==> src/rtl/uart_receiver.sv <==
// 8N1 UART receiver: 2-FF synchronised RX line, start-bit validation and
// 2-of-3 majority sampling around mid-bit, one-cycle data/framing strobes.
module uart_receiver #(
    parameter int CLKS_PER_BIT = 10416
) (
    input  logic       clk,
    input  logic       reset,
    input  logic       rx,
    output logic [7:0] data,
    output logic       data_valid,
    output logic       framing_err,
    output logic       busy
);

    // state     | meaning
    // WAIT_IDLE | after reset or a bad stop bit; wait for the line to be high
    // IDLE      | line idle, watching for a falling edge
    // START     | validating the start bit
    // DATA      | receiving 8 data bits, LSB first
    // STOP      | sampling the stop bit
    typedef enum logic [2:0] {
        S_WAIT_IDLE,
        S_IDLE,
        S_START,
        S_DATA,
        S_STOP
    } state_t;

    localparam int          H        = CLKS_PER_BIT / 2;
    localparam logic [15:0] C_SAMP0  = 16'(H - 1);
    localparam logic [15:0] C_SAMP1  = 16'(H);
    localparam logic [15:0] C_DECIDE = 16'(H + 1);
    localparam logic [15:0] C_LAST   = 16'(CLKS_PER_BIT - 1);

    state_t      r_state;
    state_t      w_next;
    logic        r_rx_meta;
    logic        r_rx_s;
    logic        r_rx_d;
    logic [15:0] r_cnt;
    logic [2:0]  r_bit_idx;
    logic [1:0]  r_samp;
    logic [7:0]  r_shift;
    logic [7:0]  r_data;
    logic        r_data_valid;
    logic        r_framing_err;

    logic        w_busy;
    logic        w_bit_end;
    logic        w_decide;
    logic        w_vote;
    logic        w_load;
    logic        w_ferr;
    logic        w_shift_en;

    assign w_busy    = (r_state == S_START) || (r_state == S_DATA) || (r_state == S_STOP);
    assign w_bit_end = (r_cnt == C_LAST);
    assign w_decide  = (r_cnt == C_DECIDE);
    assign w_vote    = (r_samp[0] & r_samp[1]) | (r_samp[0] & r_rx_s) | (r_samp[1] & r_rx_s);

    // First stage is deliberately not reset: it keeps tracking the pin during
    // reset, so a line held low through reset cannot look like an idle-high line.
    always_ff @(posedge clk) begin
        r_rx_meta <= rx;
    end

    always_ff @(posedge clk) begin
        if (reset) begin
            r_state       <= S_WAIT_IDLE;
            r_rx_s        <= 1'b1;
            r_rx_d        <= 1'b1;
            r_cnt         <= '0;
            r_bit_idx     <= '0;
            r_samp        <= '0;
            r_shift       <= '0;
            r_data        <= '0;
            r_data_valid  <= 1'b0;
            r_framing_err <= 1'b0;
        end else begin
            r_state       <= w_next;
            r_rx_s        <= r_rx_meta;
            r_rx_d        <= r_rx_s;
            r_data_valid  <= w_load;
            r_framing_err <= w_ferr;

            if (!w_busy || w_bit_end || (w_next != r_state)) begin
                r_cnt <= '0;
            end else begin
                r_cnt <= r_cnt + 16'd1;
            end

            if (r_cnt == C_SAMP0) begin
                r_samp[0] <= r_rx_s;
            end
            if (r_cnt == C_SAMP1) begin
                r_samp[1] <= r_rx_s;
            end

            if (r_state != S_DATA) begin
                r_bit_idx <= '0;
            end else if (w_bit_end) begin
                r_bit_idx <= r_bit_idx + 3'd1;
            end

            if (w_shift_en) begin
                r_shift <= {w_vote, r_shift[7:1]};
            end
            if (w_load) begin
                r_data <= r_shift;
            end
        end
    end

    always_comb begin
        w_next     = r_state;
        w_load     = 1'b0;
        w_ferr     = 1'b0;
        w_shift_en = 1'b0;
        case (r_state)
            S_WAIT_IDLE: begin
                if (r_rx_s && r_rx_meta) begin
                    w_next = S_IDLE;
                end
            end
            S_IDLE: begin
                if (!r_rx_s && r_rx_d) begin
                    w_next = S_START;
                end
            end
            S_START: begin
                if (w_decide && w_vote) begin
                    w_next = S_IDLE;
                end else if (w_bit_end) begin
                    w_next = S_DATA;
                end
            end
            S_DATA: begin
                w_shift_en = w_decide;
                if (w_bit_end && (r_bit_idx == 3'd7)) begin
                    w_next = S_STOP;
                end
            end
            S_STOP: begin
                // Leave at the stop-bit decision so back-to-back frames are caught.
                if (w_decide) begin
                    if (w_vote) begin
                        w_load = 1'b1;
                        w_next = S_IDLE;
                    end else begin
                        w_ferr = 1'b1;
                        w_next = S_WAIT_IDLE;
                    end
                end
            end
            default: begin
                w_next = S_WAIT_IDLE;
            end
        endcase
    end

    assign data        = r_data;
    assign data_valid  = r_data_valid;
    assign framing_err = r_framing_err;
    assign busy        = w_busy;

endmodule

==> config.mk <==
export PLATFORM = sky130hd
export DESIGN_NAME = uart_receiver
export DESIGN_NICKNAME = d
export VERILOG_FILES = /design/src/rtl/uart_receiver.sv
export SDC_FILE = /design/constraint.sdc
export NUM_CORES = 1
export LEC_CHECK = 0
export BUFFER_PORTS_ARGS = -buffer_cell sky130_fd_sc_hd__buf_2
export CAP_MARGIN = 40
export CORE_ASPECT_RATIO = 1.75
export CORE_MARGIN = 2
export CORE_UTILIZATION = 50
export DETAILED_ROUTE_END_ITERATION = 8
export PLACE_DENSITY = 0.74
export RECOVER_POWER = 50
export SLEW_MARGIN = 20
export SYNTH_ARGS = -nofsm -noshare
export SYNTH_HDL_FRONTEND = slang
export SYNTH_SLANG_ARGS = --single-unit
==> constraint.sdc <==
create_clock -name clk -period 2.4 [get_ports clk]
set_input_delay 0.48 -clock clk [delete_from_list [all_inputs] [get_ports clk]]
set_output_delay 0.48 -clock clk [all_outputs]
set_load 0.005 [all_outputs]
==> results of run 1 <==
-- critical path, cell delays in order (launching register included) --
cell and delay [ps]:
dfxtp_1 350, nor4_2 520, nand4_1 250, o21ai_2 640
a221oi_1 200
-- per-stage QoR --
| stage | utilization [%] | setup WS, ps | area [sq um] | hold WS (ps) |
|---|---|---|---|---|
| 2_1_floorplan | - | 684 | 2110 | 411 |
| 3_3_place_gp | 53.0 | 481 | 2180 | 420 |
| 3_5_place_dp | 53.0 | 438 | 2180 | 429 |
| 4_1_cts | 55.1 | 359 | 2260 | 264 |
| 5_1_grt | 54.2 | 128 | 2230 | 265 |
| 6_report | 54.2 | 276 | 2230 | 271 |
-- power by group --
part           total (mW)  switching [mW]  internal (mW)
Sequential          0.768          0.0140          0.754
Combinational      0.0505          0.0297         0.0208
Clock               0.465           0.264          0.201
-- flip-flops by register name, indices dropped and copies added, names as in the netlist --
name	count
r_cnt	16
data	8
r_shift	8
r_bit_idx	3
r_state	3
r_samp	2
data_valid	1
framing_err	1
r_rx_d	1
r_rx_meta	1
r_rx_s	1
-- final cells by class --
class | instances | area share, %
Timing Repair Buffer | 17 | 3.59
Clock buffer | 5 | 3.09
Inverter | 3 | 0.505
Sequential cell | 45 | 40.4
Clock inverter | 3 | 0.786
Tap cell | 49 | 2.75
Multi-Input combinational cell | 164 | 48.9
-- synth_stat cells (3+ instances only) --
library cell / instances
nand2_1: 9
a21oi_1: 23
a211oi_1: 6
nand3_1: 18
or2_2: 3
xor2_1: 9
ha_1: 5
inv_1: 3
nor3_1: 3
mux2i_1: 4
nor2_1: 4
and3_1: 3
or3_1: 3
and3b_1: 3
buf_2: 3
a22oi_1: 3
nand4_1: 13
clkbuf_1: 9
o21ai_0: 20
dfxtp_1: 45
-- worst max-delay path by stage --
stage / startpoint / end / slack [ps] / cells past startpoint
3_5_place_dp: r_cnt[1] / r_cnt[13] / 440 / 6
2_1_floorplan: r_cnt[0] / r_bit_idx[2] / 680 / 7
4_1_cts: r_state[0] / busy / 360 / 4
6_report: r_cnt[9] / r_cnt[13] / 280 / 4
3_3_place_gp: r_cnt[1] / r_cnt[13] / 480 / 6
5_1_grt: r_cnt[9] / r_cnt[13] / 130 / 4
-- routing by layer --
layer  vias up  track usage (%)  part of all wire, %
li1        857                -                    -
met1       822             23.7                   40
met2        34             37.0                   55
met3         8             4.49                  3.2
met4         0             8.76                  2.2
met5         -                0                    0
-- cells by family (layout without fill, tap and decap cells) --
logic type	Yosys count	in the layout	share of synthesized area [%]
adder cells (fa/ha/maj)	6	6	3.43
flip-flops	45	45	42.6
AND/OR/NAND/NOR	82	82	25.6
multiplexers	4	4	1.89
buffers and inverters	20	28	4.85
XOR/XNOR	11	11	4.56
AO/OA/AOI/OAI	61	61	17.0
==> run_results.csv, run 1 <==
group,metric,value,unit
critical_path,worst-setup-path-type,"reg -> reg",
finish,final_cells,286,
routing,vias,1721,
clock_tree,clk_path_buf_depth,2,
floorplanning,coreArea,4110,sq um
routing,viasPerCell,6.02,
finish,syn2layout_area_growth,5.51,%
timing,setup_viol,0,
critical_path,reg2reg_to,"r_cnt[13]",
floorplanning,initial_core_util,51.4,%
synth,synth_edf_count,0,
timing,fmax,471,MHz
critical_path,crit_path_start_kind,"flop",
synth,seq_area_frac_synth,42.6,%
finish,n_fill_cell,418,
synth,syn_area,2110,sq um
clock_tree,cts_buffers,5,
floorplanning,die_y,90,um
routing,drc_errors,0,
timing,hold_viol,0,
place,dp_hpwl,3.11,mm
clock_tree,cts_resized,0,
synth,ys.flop_type,"dfxtp_1",
place,dp.cells,278,
routing,wl_per_cell,15.7,um
routing,routed_wirelength,4.50,mm
clock_tree,path_clk_slew,80,ps
synth,syn_inst,229,
synth,synthArstFlopShare,0,%
critical_path,cp_data_arrival_time,2270,ps
grt,grt_pass1_vias,1702,
finish,nNetsFinal,244,
routing,firstDrtPassIters,4,
clock_tree,clock_sinks,45,
critical_path,rr_startpoint,"r_cnt[9]",
timing,worst_clock_skew,4.52,ps
grt,grt_pass1_wl,7.68,mm
finish,num_antenna_cells,0,
grt,grt_overflow_total,0,
place,place_congestion,0.813,
clock_tree,clock_latency,300,ps
synth,yosysTopAreaCell,"dfxtp_1",
timing,finalSetupTns,0,ps
power_and_ir_drop,max-vdd-ir-drop,0.000546,V
clock_tree,cts_setup_buffers,0,
critical_path,r2r_setup_slack,280,ps
synth,synth_seq_cells,45,
critical_path,worstRegToRegCells,4,
clock_tree,htree_levels,2,
finish,mostFrequentLayoutCells,"dfxtp_1 (45), a21oi_1 (23), o21ai_0 (20), nand3_1 (18), nand4_1 (14)",
worst_hold_path,hold_class,"in -> reg",
timing,period_needed,2120,ps
power_and_ir_drop,finalPower,1.28,mW
run,cap_violations,0,
timing,rsz0062_at_grt,"false",
synth,synth_area_per_cell,9.23,sq um
power_and_ir_drop,p_leak,0.765,nW
timing,relSlewSlack,31.0,%
clock_tree,root_buffer,"clkbuf_8",
timing,fin_crit_sh,88.5,%
synth,synth_fp_nets,237,
timing,tightest_slew,1030,ps
run_status,outcome,"complete, no violations",
worst_hold_path,holdPathStages,1,
synth,yosys_warnings,0,
finish,register_area,901,sq um
critical_path,end_kind,"flop",
routing,first_iter_violations,55,
floorplanning,pin_count,14,
grt,grt_max_degree,26,
synth,yosys-top-cells-area,"dfxtp_1 (43%), a21oi_1 (5.4%), o21ai_0 (4.7%)",
grt,antenna_found_initial,0,
finish,multi_input_area,1090,sq um
critical_path,cp_max_fo,16,
worst_hold_path,worstHoldEndpoint,"r_rx_meta",
power_and_ir_drop,power.density,576,nW/um^2
floorplanning,num_rows,31,
floorplanning,dieWidth,53.1,um
routing,drtAntennaViolNets,0,
floorplanning,die-area,4780,sq um
synth,synth_cell_types,49,
grt,grt_usage,21.2,%
timing,slew_violations,0,
critical_path,cp.required,2550,ps
clock_tree,cts_tree,"yes",
clock_tree,cts_hold_buffers,0,
worst_hold_path,min_from,"rx",
finish,final_common_cell,"dfxtp_1",
synth,synth_top_area_share,42.6,%
finish,drive_gt1_share,11.8,%
place,port_buffers,13,
Note: power is estimated with default switching activity, not from simulation.
==> run 2: changes to the inputs <==
--- a/config.mk
+++ b/config.mk
@@ -6,7 +6,7 @@
 export NUM_CORES = 1
 export LEC_CHECK = 0
 export BUFFER_PORTS_ARGS = -buffer_cell sky130_fd_sc_hd__buf_2
-export CAP_MARGIN = 40
+export CAP_MARGIN = 20
 export CORE_ASPECT_RATIO = 1.75
 export CORE_MARGIN = 2
 export CORE_UTILIZATION = 50
==> constraint.sdc (replaced) <==
create_clock -name clk -period 2.4 [get_ports clk]
set_input_delay 0.48 -clock clk [delete_from_list [all_inputs] [get_ports clk]]
set_output_delay 0.48 -clock clk [all_outputs]
set_load 0.01 [all_outputs]
==> run_results.csv, run 2 (synthesis gave the netlist of run 1 again) <==
group,metric,value,unit
run_status,outcome,"complete, no violations",
timing,setup_ws,267,ps
finish,syn2layout_area_growth,5.21,%
clock_tree,cts_resized,0,
finish,largest_reg_flops,16,
floorplanning,num_rows,31,
power_and_ir_drop,p_int,0.976,mW
timing,fin_crit_sh,88.9,%
grt,grt_max_degree,26,
clock_tree,clock_sinks,45,
clock_tree,clock_latency,310,ps
timing,period_needed,2130,ps
worst_hold_path,hold_class,"in -> reg",
power_and_ir_drop,power.density,579,nW/um^2
power_and_ir_drop,switching_share,24.2,%
grt,grt_usage,21.2,%
floorplanning,initial_core_util,51.4,%
critical_path,cp.required,2550,ps
floorplanning,pin_count,14,
floorplanning,die-area,4780,sq um
timing,worst_clock_skew,6.46,ps
finish,drive_gt1_share,9.70,%
floorplanning,die_y,90,um
place,place_congestion,0.813,
routing,route.met3.wl,131,um
place,dp_hpwl,3.11,mm
timing,tightest_slew,1050,ps
finish,n_fill_cell,420,
power_and_ir_drop,comb_power_share,4.0,%
timing,slew_violations,0,
timing,fmax,469,MHz
floorplanning,coreArea,4110,sq um
routing,wl_met1,1.84,mm
routing,routed_wirelength,4.50,mm
routing,wl_per_cell,15.7,um
power_and_ir_drop,switching_power,0.311,mW
critical_path,worst-setup-path-type,"reg -> reg",
clock_tree,root_buffer,"clkbuf_8",
finish,nNetsFinal,244,
finish,top_register,"r_cnt",
timing,hold_viol,0,
power_and_ir_drop,power_frac_seq,59.7,%
routing,drtAntennaViolNets,0,
clock_tree,path_clk_slew,80,ps
power_and_ir_drop,p_leak,0.743,nW
timing,setup_viol,0,
floorplanning,dieWidth,53.1,um
clock_tree,cts_setup_buffers,0,
clock_tree,cts_tree,"yes",
run,cap_violations,0,
routing,routed.top_layer,"met4",
clock_tree,cts_hold_buffers,0,
finish,num_antenna_cells,0,
finish,final_common_cell,"dfxtp_1",
clock_tree,cts_buffers,5,
place,place_ws,438,ps
timing,rsz0062_at_grt,"false",
critical_path,cp_max_fo,16,
routing,wl_met2,2.43,mm
critical_path,cp_data_arrival_time,2280,ps
clock_tree,clk_path_buf_depth,2,
power_and_ir_drop,max-vdd-ir-drop,0.000554,V
timing,relSlewSlack,29.8,%
grt,antenna_found_initial,0,
critical_path,crit_path_start_kind,"flop",
critical_path,end_kind,"flop",
grt,grt_pass1_wl,7.68,mm
power_and_ir_drop,pwr-share-clk,36.3,%
routing,first_iter_violations,42,
finish,mostFrequentLayoutCells,"dfxtp_1 (45), a21oi_1 (23), o21ai_0 (20), nand3_1 (18), nand4_1 (14)",
routing,drc_errors,0,
grt,grt_overflow_total,0,
routing,viasPerCell,6.02,
routing,firstDrtPassIters,4,
place,port_buffers,13,
clock_tree,htree_levels,2,
routing,vias,1723,
timing,finalSetupTns,0,ps
grt,grt_pass1_vias,1702,
==> run 2: path summary, 6_finish.rpt <==
| kind | cells after the start | slack [ps] | from | end |
|---|---|---|---|---|
| max | 4 | 270 | r_cnt[9] | r_cnt[13] |
| min | 1 | 270 | rx | r_rx_meta |
| max reg2reg | 4 | 270 | r_cnt[9] | r_cnt[13] |
| min reg2reg | 1 | 440 | r_rx_meta | r_rx_s |
==> run 2: final cells by class <==
cell class	instances	area [sq um]	area share (%)
Sequential cell	45	901	40.5
Timing Repair Buffer	17	73.8	3.32
Multi-Input combinational cell	164	1090	49.0
Inverter	3	11.3	0.506
Clock inverter	3	17.5	0.788
Clock buffer	5	68.8	3.10
Tap cell	49	61.3	2.76
==> run 2: per-stage QoR <==
stage | util, % | cell area [sq um] | std cells | hold WS [ps] | power, mW
2_1_floorplan | - | 2110 | 229 | 411 | 0.824
3_3_place_gp | 53.0 | 2180 | 278 | 420 | 0.836
3_5_place_dp | 53.0 | 2180 | 278 | 429 | 0.838
4_1_cts | 55.1 | 2260 | 286 | 264 | 1.29
5_1_grt | 54.1 | 2220 | 286 | 265 | 1.33
6_report | 54.1 | 2220 | 286 | 271 | 1.29
==> run 2: power by group through the flow <==
stage / combinational (mW) / sequential [mW] / clock, mW
6_report: 0.0516 / 0.768 / 0.467
5_1_grt: 0.0567 / 0.770 / 0.506
4_1_cts: 0.0528 / 0.768 / 0.474
3_5_place_dp: 0.0525 / 0.785 / 0
3_3_place_gp: 0.0514 / 0.785 / 0
2_1_floorplan: 0.0465 / 0.778 / 0
==> run 2: critical path, cell delays in order, from the launching register on <==
cell and delay, ps:
dfxtp_1 350, nor4_2 520, nand4_1 250, o21ai_2 650, a221oi_1 200
==> run 2: layer usage <==
layer,global-route usage (%),up-vias
met3,4.49,8
li1,-,860
met4,8.76,0
met5,0,-
met1,23.7,816
met2,37.0,39
==> run 3: changes to the inputs <==
--- a/config.mk
+++ b/config.mk
@@ -5,13 +5,13 @@
 export SDC_FILE = /design/constraint.sdc
 export NUM_CORES = 1
 export LEC_CHECK = 0
-export BUFFER_PORTS_ARGS = -buffer_cell sky130_fd_sc_hd__buf_2
+export BUFFER_PORTS_ARGS = -buffer_cell sky130_fd_sc_hd__buf_4
 export CAP_MARGIN = 20
 export CORE_ASPECT_RATIO = 1.75
 export CORE_MARGIN = 2
 export CORE_UTILIZATION = 50
 export DETAILED_ROUTE_END_ITERATION = 8
-export PLACE_DENSITY = 0.74
+export PLACE_DENSITY = 0.73
 export RECOVER_POWER = 50
 export SLEW_MARGIN = 20
 export SYNTH_ARGS = -nofsm -noshare
==> run_results.csv, run 3 (synthesis gave the netlist of run 1 again) <==
group,metric,value,unit
power_and_ir_drop,switching_power,0.298,mW
timing,fmax,482,MHz
clock_tree,cts_hold_buffers,0,
power_and_ir_drop,comb_power_share,3.5,%
grt,grt_max_degree,29,
grt,grt_pass1_wl,7.57,mm
floorplanning,die-area,4780,sq um
finish,num_antenna_cells,0,
clock_tree,cts_setup_buffers,0,
place,place_ws,491,ps
place,port_buffers,13,
run_status,outcome,"complete, no violations",
power_and_ir_drop,max-vdd-ir-drop,0.000514,V
timing,setup_viol,0,
place,dp_hpwl,3.06,mm
finish,mostFrequentLayoutCells,"dfxtp_1 (45), a21oi_1 (23), o21ai_0 (20), nand3_1 (18), nand4_1 (14)",
clock_tree,cts_resized,0,
floorplanning,pin_count,14,
routing,first_iter_violations,54,
grt,antenna_found_initial,0,
critical_path,r2r_setup_slack,330,ps
worst_hold_path,hold_class,"in -> reg",
power_and_ir_drop,power_frac_seq,51.5,%
timing,worst_clock_skew,10.3,ps
critical_path,worstRegToRegCells,7,
clock_tree,path_clk_slew,90,ps
floorplanning,coreArea,4110,sq um
timing,hold_viol,0,
finish,drive_gt1_share,10.9,%
clock_tree,cts_tree,"yes",
routing,wl_met2,2.38,mm
run,cap_violations,0,
timing,relSlewSlack,23.5,%
clock_tree,root_buffer,"clkbuf_8",
grt,grt_pass1_vias,1674,
clock_tree,htree_levels,2,
critical_path,worst-setup-path-type,"reg -> reg",
timing,fin_crit_sh,86.4,%
power_and_ir_drop,power.density,647,nW/um^2
routing,viasPerCell,5.96,
timing,finalSetupTns,0,ps
routing,drtAntennaViolNets,0,
finish,syn2layout_area_growth,8.88,%
finish,nNetsFinal,245,
timing,period_needed,2070,ps
routing,drc_errors,0,
grt,grt_usage,20.7,%
grt,grt_overflow_total,0,
critical_path,cp_data_arrival_time,2290,ps
critical_path,end_kind,"flop",
critical_path,cp_max_fo,20,
clock_tree,clock_sinks,45,
power_and_ir_drop,switching_share,20.0,%
critical_path,cp.required,2610,ps
timing,slew_violations,0,
power_and_ir_drop,p_leak,0.782,nW
floorplanning,initial_core_util,51.4,%
routing,routed.top_layer,"met4",
finish,final_cells,287,
critical_path,crit_path_start_kind,"flop",
finish,largest_reg_flops,16,
routing,routed_wirelength,4.37,mm
routing,firstDrtPassIters,4,
timing,rsz0062_at_grt,"false",
timing,setup_ws,327,ps
clock_tree,cts_buffers,5,
routing,vias,1711,
floorplanning,num_rows,31,
routing,route.met3.wl,103,um
routing,wl_met1,1.79,mm
power_and_ir_drop,pwr-share-clk,45.0,%
routing,wl_per_cell,15.2,um
worst_hold_path,holdPathStages,1,
floorplanning,die_y,90,um
timing,tightest_slew,1150,ps
place,dp.cells,279,
clock_tree,clk_path_buf_depth,2,
power_and_ir_drop,p_int,1.19,mW
finish,final_common_cell,"dfxtp_1",
finish,top_register,"r_cnt",
floorplanning,dieWidth,53.1,um
clock_tree,clock_latency,300,ps
place,place_congestion,0.835,
-- run 3: power by group through the flow --
stage / clock network (mW) / logic [mW] / registers, mW
floorplan: 0 / 0.0465 / 0.778
global placement: 0 / 0.0532 / 0.784
detailed placement: 0 / 0.0530 / 0.785
CTS: 0.682 / 0.0533 / 0.767
global route: 0.711 / 0.0585 / 0.769
finish: 0.670 / 0.0523 / 0.767
-- run 3: final timing paths --
check | from | endpoint
min reg2reg | r_rx_meta | r_rx_s
max reg2reg | r_cnt[1] | data[5]
max | r_cnt[1] | data[5]
min | rx | r_rx_meta
-- run 3: metrics by stage --
stage                     power [mW]  instance area (sq um)  hold WS (ps)  utilization (%)
after floorplan                0.824                   2110           411                -
after global placement         0.838                   2220           425             54.0
final                           1.49                   2300           302             56.0
after detailed placement       0.838                   2220           429             54.0
after CTS                       1.50                   2350           272             57.2
after global routing            1.54                   2300           292             56.0
-- run 3: per-layer routing --
layer	up-vias	track usage, %
met5	-	0
met4	0	8.97
met3	7	3.99
met1	817	22.4
li1	859	-
met2	28	36.8
-- run 3: layout make-up --
cell class | count | area [sq um]
Clock inverter | 3 | 65.1
Multi-Input combinational cell | 164 | 1100
Sequential cell | 45 | 901
Timing Repair Buffer | 18 | 90.1
Inverter | 3 | 11.3
Tap cell | 49 | 61.3
Fill cell | 391 | 1810
Clock buffer | 5 | 68.8
-- run 3: worst max-delay path, cell delays in order, from the launching register on --
cell and delay, ps:
dfxtp_1 400, inv_1 90, ha_1 170, and3b_1 180, nand4_1 140, clkbuf_1 650
o21ai_0 200, a21oi_1 170
